`config.mk`:
```
export PLATFORM = sky130hd
export DESIGN_NAME = fetch_queue
export DESIGN_NICKNAME = d
export VERILOG_FILES = /design/src/rtl/cpu_pkg.sv /design/src/rtl/fetch_queue_mem.sv /design/src/rtl/fetch_queue.sv
export SDC_FILE = /design/constraint.sdc
export NUM_CORES = 1
export LEC_CHECK = 0
export CORE_MARGIN = 2
export CORE_UTILIZATION = 49
export DETAILED_ROUTE_END_ITERATION = 10
export HOLD_SLACK_MARGIN = 0.02
export PLACE_DENSITY = 0.76
export SYNTH_ARGS = -nofsm -noshare
export SYNTH_HDL_FRONTEND = slang
export SYNTH_SLANG_ARGS = --single-unit
```
`constraint.sdc`:
```
create_clock -name clk -period 2.6 [get_ports clk]
set_input_delay 0.39 -clock clk [delete_from_list [all_inputs] [get_ports clk]]
set_output_delay 0.39 -clock clk [all_outputs]
set_load 0.01 [all_outputs]
```
`src/rtl/cpu_pkg.sv`:
```
`default_nettype none
// ============================================================================
// Module      : cpu_pkg
// Description : Constants and helpers shared across the 5-stage core.
// Revision    : 1.0 - initial release
// ============================================================================
package cpu_pkg;

  localparam int XLEN = 32;
  localparam int ILEN = 32;

  // All-zero encoding is treated as a NOP by decode and its flush logic.
  localparam logic [ILEN-1:0] NOP = '0;

  // Width of a pointer indexing a buffer of the given depth (never below 1).
  function automatic int ptr_width(input int depth);
    return (depth > 1) ? $clog2(depth) : 1;
  endfunction

endpackage
`default_nettype wire

```
`src/rtl/fetch_queue_mem.sv`:
```
`default_nettype none
// ============================================================================
// Module      : fetch_queue_mem
// Description : DEPTH x W register array, one synchronous write port and one
//               asynchronous read port. Storage is not reset.
// Revision    : 1.0 - initial release
// ============================================================================
module fetch_queue_mem #(
  parameter int W     = 64,
  parameter int DEPTH = 4,
  parameter int PW    = 2
) (
  input  logic          clk,
  input  logic          we_i,
  input  logic [PW-1:0] waddr_i,
  input  logic [W-1:0]  wdata_i,
  input  logic [PW-1:0] raddr_i,
  output logic [W-1:0]  rdata_o
);

  logic [W-1:0] mem_q [DEPTH];

  // Write the addressed entry on the rising edge when enabled.
  always_ff @(posedge clk) begin
    if (we_i) begin
      mem_q[waddr_i] <= wdata_i;
    end
  end

  assign rdata_o = mem_q[raddr_i];

endmodule
`default_nettype wire

```
`src/rtl/fetch_queue.sv`:
```
`default_nettype none
// ============================================================================
// Module      : fetch_queue
// Description : Instruction buffer between fetch and decode. Valid/ready on
//               both sides, strict FIFO order, synchronous flush that discards
//               all contents and counts the discarded entries (saturating).
// Revision    : 1.0 - initial release
// ============================================================================
module fetch_queue
  import cpu_pkg::*;
#(
  parameter int IW      = 32,
  parameter int AW      = 32,
  parameter int DEPTH   = 4,
  parameter int DROP_CW = 16
) (
  input  logic                       clk,
  input  logic                       nrst,
  input  logic                       flush,
  input  logic                       in_valid,
  output logic                       in_ready,
  input  logic [IW-1:0]              in_instr,
  input  logic [AW-1:0]              in_pc,
  output logic                       out_valid,
  input  logic                       out_ready,
  output logic [IW-1:0]              out_instr,
  output logic [AW-1:0]              out_pc,
  output logic [$clog2(DEPTH+1)-1:0] count,
  output logic [DROP_CW-1:0]         flush_drops
);

  localparam int PW = ptr_width(DEPTH);
  localparam int CW = $clog2(DEPTH + 1);
  localparam int DW = IW + AW;
  // Drop sum is formed one bit wider than its widest operand so the
  // saturation compare sees any carry.
  localparam int SW = ((DROP_CW > CW) ? DROP_CW : CW) + 1;

  localparam logic [CW-1:0] FULL_CNT = CW'(DEPTH);
  localparam logic [SW-1:0] DROP_MAX = SW'({DROP_CW{1'b1}});

  logic [PW-1:0]      wptr_q, wptr_d;
  logic [PW-1:0]      rptr_q, rptr_d;
  logic [CW-1:0]      count_q, count_d;
  logic [DROP_CW-1:0] drops_q, drops_d;

  logic          w_push;
  logic          w_pop;
  logic          w_we;
  logic [DW-1:0] w_rdata;
  logic [SW-1:0] w_drop_sum;

  // Readiness depends on registered occupancy only, so a full queue refuses
  // a push even if decode pops in the same cycle.
  assign in_ready  = (count_q != FULL_CNT);
  assign out_valid = (count_q != '0);

  assign w_push = in_valid && in_ready;
  assign w_pop  = out_valid && out_ready;
  assign w_we   = w_push && !flush;

  // A presented instruction counts as dropped on flush even if the queue
  // was full and would not have accepted it.
  assign w_drop_sum = SW'(drops_q) + SW'(count_q) + SW'(in_valid);

  fetch_queue_mem #(
    .W     (DW),
    .DEPTH (DEPTH),
    .PW    (PW)
  ) u_mem (
    .clk     (clk),
    .we_i    (w_we),
    .waddr_i (wptr_q),
    .wdata_i ({in_pc, in_instr}),
    .raddr_i (rptr_q),
    .rdata_o (w_rdata)
  );

  // Next-state for pointers, occupancy and drop statistic; flush wins.
  always_comb begin
    wptr_d  = wptr_q;
    rptr_d  = rptr_q;
    count_d = count_q;
    drops_d = drops_q;
    if (flush) begin
      wptr_d  = '0;
      rptr_d  = '0;
      count_d = '0;
      drops_d = (w_drop_sum > DROP_MAX) ? DROP_MAX[DROP_CW-1:0]
                                        : w_drop_sum[DROP_CW-1:0];
    end else begin
      if (w_push) begin
        wptr_d = wptr_q + PW'(1);
      end
      if (w_pop) begin
        rptr_d = rptr_q + PW'(1);
      end
      if (w_push && !w_pop) begin
        count_d = count_q + CW'(1);
      end else if (w_pop && !w_push) begin
        count_d = count_q - CW'(1);
      end
    end
  end

  // State registers with asynchronous active-low clear.
  always_ff @(posedge clk or negedge nrst) begin
    if (!nrst) begin
      wptr_q  <= '0;
      rptr_q  <= '0;
      count_q <= '0;
      drops_q <= '0;
    end else begin
      wptr_q  <= wptr_d;
      rptr_q  <= rptr_d;
      count_q <= count_d;
      drops_q <= drops_d;
    end
  end

  // Head is presented only when occupied; otherwise decode sees a NOP at PC 0.
  assign out_instr   = out_valid ? w_rdata[IW-1:0]  : IW'(NOP);
  assign out_pc      = out_valid ? w_rdata[DW-1:IW] : '0;
  assign count       = count_q;
  assign flush_drops = drops_q;

endmodule
`default_nettype wire

```
## Yosys cells after proc, flatten, opt, wreduce, memory -nomap -nowiden

Memories as Yosys holds them, arrays and structs flattened.
Cells that the tools add are included.

| word-level totals | value |
|---|---|
| register bits after elaboration | 23 |
| RAM bits | 256 |
| input bits | 69 |
| output and inout port bits | 85 |
| logic and storage cells | 37 |
| memories | 1 |

Memories:

| memory | words | width | rd ports | clocked after memory_dff | wr ports | line | source |
|---|---|---|---|---|---|---|---|
| u_mem.mem_q | 4 | 64 | 1 | 0 | 1 | fetch_queue_mem.sv:21 | `logic [W-1:0] mem_q [DEPTH];` |

| cells by class | value |
|---|---|
| add/sub/neg operators | 6 |
| magnitude comparators | 1 |
| equality and inequality tests | 1 |
| multiplexer cells | 12 |
| reduce and logical (&&, ||, !) cells | 12 |

Operators with widths:

| kind | number |
|---|---|
| 2-to-1 mux 32 bit | 2 |
| adder 16 x 3 -> 17 bit | 1 |
| adder 17 x 1 -> 17 bit | 1 |
| > comparator 17 x 16 -> 1 bit (second input constant) | 1 |
| 2-to-1 mux 16 bit | 1 |
| 2-to-1 mux 3 bit | 3 |
| 2-to-1 mux 2 bit | 4 |
| nonzero test 3 bit | 2 |
| logical AND 1 bit | 5 |
| adder 2 x 1 -> 2 bit (second input constant) | 2 |
| nonzero test 2 bit | 2 |
| adder 3 x 1 -> 3 bit (second input constant) | 1 |
| zero test 1 bit | 3 |
| inequality test 3 bit (second input constant) | 1 |
| subtractor 3 x 1 -> 3 bit (second input constant) | 1 |
| 2-to-1 mux 1 bit | 2 |

## Longest topological paths before layout

| logic depth | value |
|---|---|
| depth in word-level cells | 7 |
| mapped depth | 8 |
| mapped depth without buffers | 8 |

## Modules after synthesis

A second synthesis with hierarchy kept.

| second synthesis, totals | value |
|---|---|
| cells, all modules | 546 |
| area, all modules | 11,069.4 sq um |

By module, submodules not included:

| module | times used | cells an instance | area an instance (sq um) | sequential area each (sq um) |
|---|---|---|---|---|
| fetch_queue_mem | 1 | 338 | 9,341.5 | 7,687.4 |
| fetch_queue | 1 | 208 | 1,727.9 | 575.6 |

## Least setup slack after synthesis

OpenSTA, ideal clock, no wires.

| path | value |
|---|---|
| path kind | flip-flop to flip-flop |
| start | register count_q[2] (netlist: count[2]) |
| end | memory u_mem.mem_q[0][0], enable pin |
| setup time | 0.429 ns |
| data arrival time | 2.547 ns |
| data required time | 2.171 ns |
| slack | -0.376 ns |
| cell stages (with the launch flop) | 5 |
| buffers on the path | 0 |
| clock period less this slack | 2.976 ns |
| path through | dfrtp_1 -> or3b_2 -> nand2_1 -> nor2_1 -> and2_1 |

| on the way | value |
|---|---|
| longest elaborated chain between the ends | 5 |

Ends and longest elaborated chain:

| item | line | source |
|---|---|---|
| start, declared | fetch_queue.sv:44 | `logic [CW-1:0] count_q, count_d;` |
| start signal, assigned | fetch_queue.sv:116 | `count_q <= count_d;` |
| inequality test 3 bit | fetch_queue.sv:55 | `assign in_ready = (count_q != FULL_CNT);` |
| named net in_ready | fetch_queue.sv:21 | `output logic in_ready,` |
| logical AND 1 bit | fetch_queue.sv:58 | `assign w_push = in_valid && in_ready;` |
| logical AND 1 bit | fetch_queue.sv:60 | `assign w_we = w_push && !flush;` |
| 2-to-1 mux 1 bit | fetch_queue_mem.sv:25 | `if (we_i) begin` |
| 2-to-1 mux 1 bit (not written as such) | fetch_queue_mem.sv:26 | `mem_q[waddr_i] <= wdata_i;` |
| end, declared | fetch_queue_mem.sv:21 |  |

The timed path passes the listed nets, and every way through them passes these cells.

## Worst setup path after layout

| path | value |
|---|---|
| start | register rptr_q[0] |
| end | output port out_pc[16] |

| on the way | value |
|---|---|
| longest elaborated chain between the ends | 2 |

Ends and longest elaborated chain:

| item | line | source |
|---|---|---|
| start, declared | fetch_queue.sv:43 | `logic [PW-1:0] rptr_q, rptr_d;` |
| start signal, assigned | fetch_queue.sv:115 | `rptr_q <= rptr_d;` |
| memory read (4 x 64 bit) | -- |  |
| 2-to-1 mux 32 bit | fetch_queue.sv:123 | `assign out_pc = out_valid ? w_rdata[DW-1:IW] : '0;` |
| end, declared | fetch_queue.sv:27 | `output logic [AW-1:0] out_pc,` |

No other way between the ends.

==> results_dict.tcl <==
set metrics [dict create \
    grt_usage_pct 19.4 \
    reg2reg_from "count[0]" \
    yosysUniqueCellTypes 38 \
    fp-row-count 54 \
    synth_common_cells "edfxtp_1, and2_1, mux4_2, nand2_1, dfrtp_1" \
    nets 843 \
    synthCells 556 \
    finalWirelength_mm 22.6 \
    min_period_ps 2590 \
    io_buffers 153 \
    die_h_um 154 \
    cap_violations 0 \
    synthesis.nets 634 \
    hold_viol_final 0 \
    finish.utilization_pct 66.0 \
    antenna_found_initial 0 \
    synth_top_area_share_pct 69.8 \
    worstSkewPairLatency_ps 530 \
    grt_pass1_wl_mm 35.5 \
    p_per_area_nw_per_um2 1020 \
    syn_area_um2 11000 \
    first_pass_iters 4 \
    timing.fmax_ghz 0.385 \
    io_pins 154 \
    end_kind "output port" \
    grt_pass1_vias 6231 \
    r2r_end "flush_drops[14]" \
    slew_headroom_pct 61.3 \
    hold_ws_ps 211 \
    slew_violations 0 \
    yosysMostFrequentCell "edfxtp_1" \
    core_area_um2 22000 \
    ys_async_sr_fraction_pct 8.24 \
    cp_max_fo 6 \
    grt.overflow.total 0 \
    yosys-top-cells-area "edfxtp_1, mux4_2, dfrtp_1, and2_1, nand2_1" \
    antennaDiodeCount 0 \
    cts_tree "built" \
    clk_path_buf_depth 3 \
    cts_max_level 1 \
    finalSetupViolCount 0 \
    via_count 5877 \
    tightest_slew_ps 574 \
    n_fill_cell 1460 \
    die_w_um 154 \
    critPathRequiredTime_ps 2210 \
    leakagePower_nw 5.05 \
    status "complete, no violations" \
    hp-class "primary input to asynchronous set/reset pin" \
    synthToLayoutAreaGrowth_pct 31.5 \
    drc_errors 0 \
    final_antenna_net_count 0 \
    drt_iter0_drc 380 \
    layout-drive-gt1-share_pct 32.8 \
    synth_edf_count 256 \
    fin_crit_sh_pct 99.8 \
    numCtsBuffers 28 \
    r2r_cells 9 \
    wl_per_cell_um 21.2 \
    multiInputGateArea_um2 2680 \
    ys_ff_latch 279 \
    post_drt_via_cell_ratio 5.51 \
    cp-start-kind "register" \
    cts_root_buf "clkbuf_16" \
    max-vdd-ir-drop_mv 0.631 \
    ff_latch_area_um2 8270 \
    reg2reg_slack_ps 190 \
    rsz0062_at_grt "yes" \
    cts.clk_slew.worst_paths_ps 60 \
    yosys_most_used_dff "edfxtp_1" \
    die_area_um2 23700 \
    gp_congestion 0.767 \
    clock_sink_count 279 \
    synth_warnings 0 \
    ys_seq_area_share_pct 75.0 \
    hpwl_mm 13.1 \
    initial_core_util_pct 50.2 \
    grt_start_max_net_pins 45 \
    synth_area_leader_cell "edfxtp_1" \
    syn_area_per_cell_um2 19.8 \
    critPathKind "register to output port" \
    fin_worst_skew_ps 14.0 \
    arrival_ps 2200 \
    cts_hold_buf 0 \
]
## placed cells by master (no fill, tap or decap), types with 3 or more instances in the layout
cell type / Yosys / layout
inv_1: 13 / 13
ha_1: 6 / 6
clkinvlp_4: 0 / 3
buf_6: 1 / 15
clkbuf_2: 0 / 13
nor3_1: 3 / 3
clkbuf_16: 0 / 29
xor2_1: 3 / 3
buf_4: 0 / 18
fa_1: 3 / 3
buf_12: 0 / 18
mux2_2: 4 / 4
clkdlybuf4s15_1: 0 / 3
clkinv_2: 0 / 3
buf_2: 6 / 35
o21ai_0: 6 / 6
bufinv_16: 0 / 8
and2_4: 0 / 28
nand2_1: 24 / 24
nor4_1: 3 / 3
clkbuf_1: 13 / 3
edfxtp_1: 256 / 256
nor2_1: 10 / 10
dfrtp_1: 23 / 20
nand3_1: 11 / 11
buf_16: 0 / 6
xnor2_1: 10 / 10
and2_1: 68 / 40
clkdlybuf4s50_1: 0 / 89
mux4_2: 64 / 64
clkinv_1: 0 / 6
## flip-flops by register name, indices dropped and copies added (netlist names)
register / flops
flush_drops: 16
count: 3
wptr_q: 2
u_mem.mem_q: 256
rptr_q: 2
## per-stage QoR
| stage | setup TNS, ps | instances | power, mW | worst slack, ps | instance area, um2 |
|---|---|---|---|---|---|
| 2_1_floorplan | 0 | 556 | 7.79 | 290 | 11000 |
| 5_1_grt | -759 | 1067 | 15.5 | -47.4 | 14500 |
| 3_5_place_dp | -1830 | 993 | 9.98 | -313 | 13200 |
| 4_1_cts | -85.2 | 1064 | 15.0 | -39.3 | 14600 |
| 3_3_place_gp | -914 | 993 | 9.92 | -281 | 13200 |
| 6_report | 0 | 1067 | 14.9 | 5.01 | 14500 |
## per-layer routing
metal	vias up	GRT usage (%)	wire, um
met5	-	0	0
met4	0	4.67	402
met3	35	4.59	1680
met2	215	32.1	11000
met1	3000	26.5	9540
li1	2627	-	-
## what timing repair did
item | in CTS | in global routing
cloned | 7 | 0
resized for setup | 251 | 42
buffers inserted | 14 | 3
setup endpoints to repair | 65 | 58
pin swaps | 20 | 3
## final cells by class
type                            instances  area share, %
Inverter                               13          0.337
Clock inverter                         20           2.07
Timing Repair Buffer                  203           14.5
Sequential cell                       279           57.1
Multi-Input combinational cell        240           18.5
Tap cell                              280           2.42
Clock buffer                           32           5.08
## worst max-delay path, stage by stage, from the launching register on
cell and delay [ps]:
dfrtp_4 520, buf_4 150, bufbuf_16 270, mux4_2 430
and2_4 170, buf_2 130
## cell families after synthesis
logic type / synth area share [%]
DFF: 75.0
and+or+nand+nor: 6.56
xor gates and xnor gates: 1.03
adders and majority gates: 1.23
AOI/OAI and AO/OA: 1.14
buffers and inverters: 1.40
muxes: 13.7
## how the worst max path moves through the flow
stage	start	end	cells past startpoint
floorplan	count[0]	flush_drops[12]	7
global placement	in_valid	flush_drops[10]	9
detailed placement	in_valid	flush_drops[10]	9
CTS	rptr_q[0]	out_pc[13]	5
global route	rptr_q[0]	out_pc[22]	6
finish	rptr_q[0]	out_pc[16]	5
## power by group
group / internal [mW] / switching [mW] / total (mW)
sequential: 5.24 / 0.192 / 5.44
combinational: 2.79 / 2.20 / 5.00
clock: 2.82 / 1.60 / 4.42
total: 10.9 / 4.00 / 14.9
Note: power is estimated with default switching activity, not from simulation.
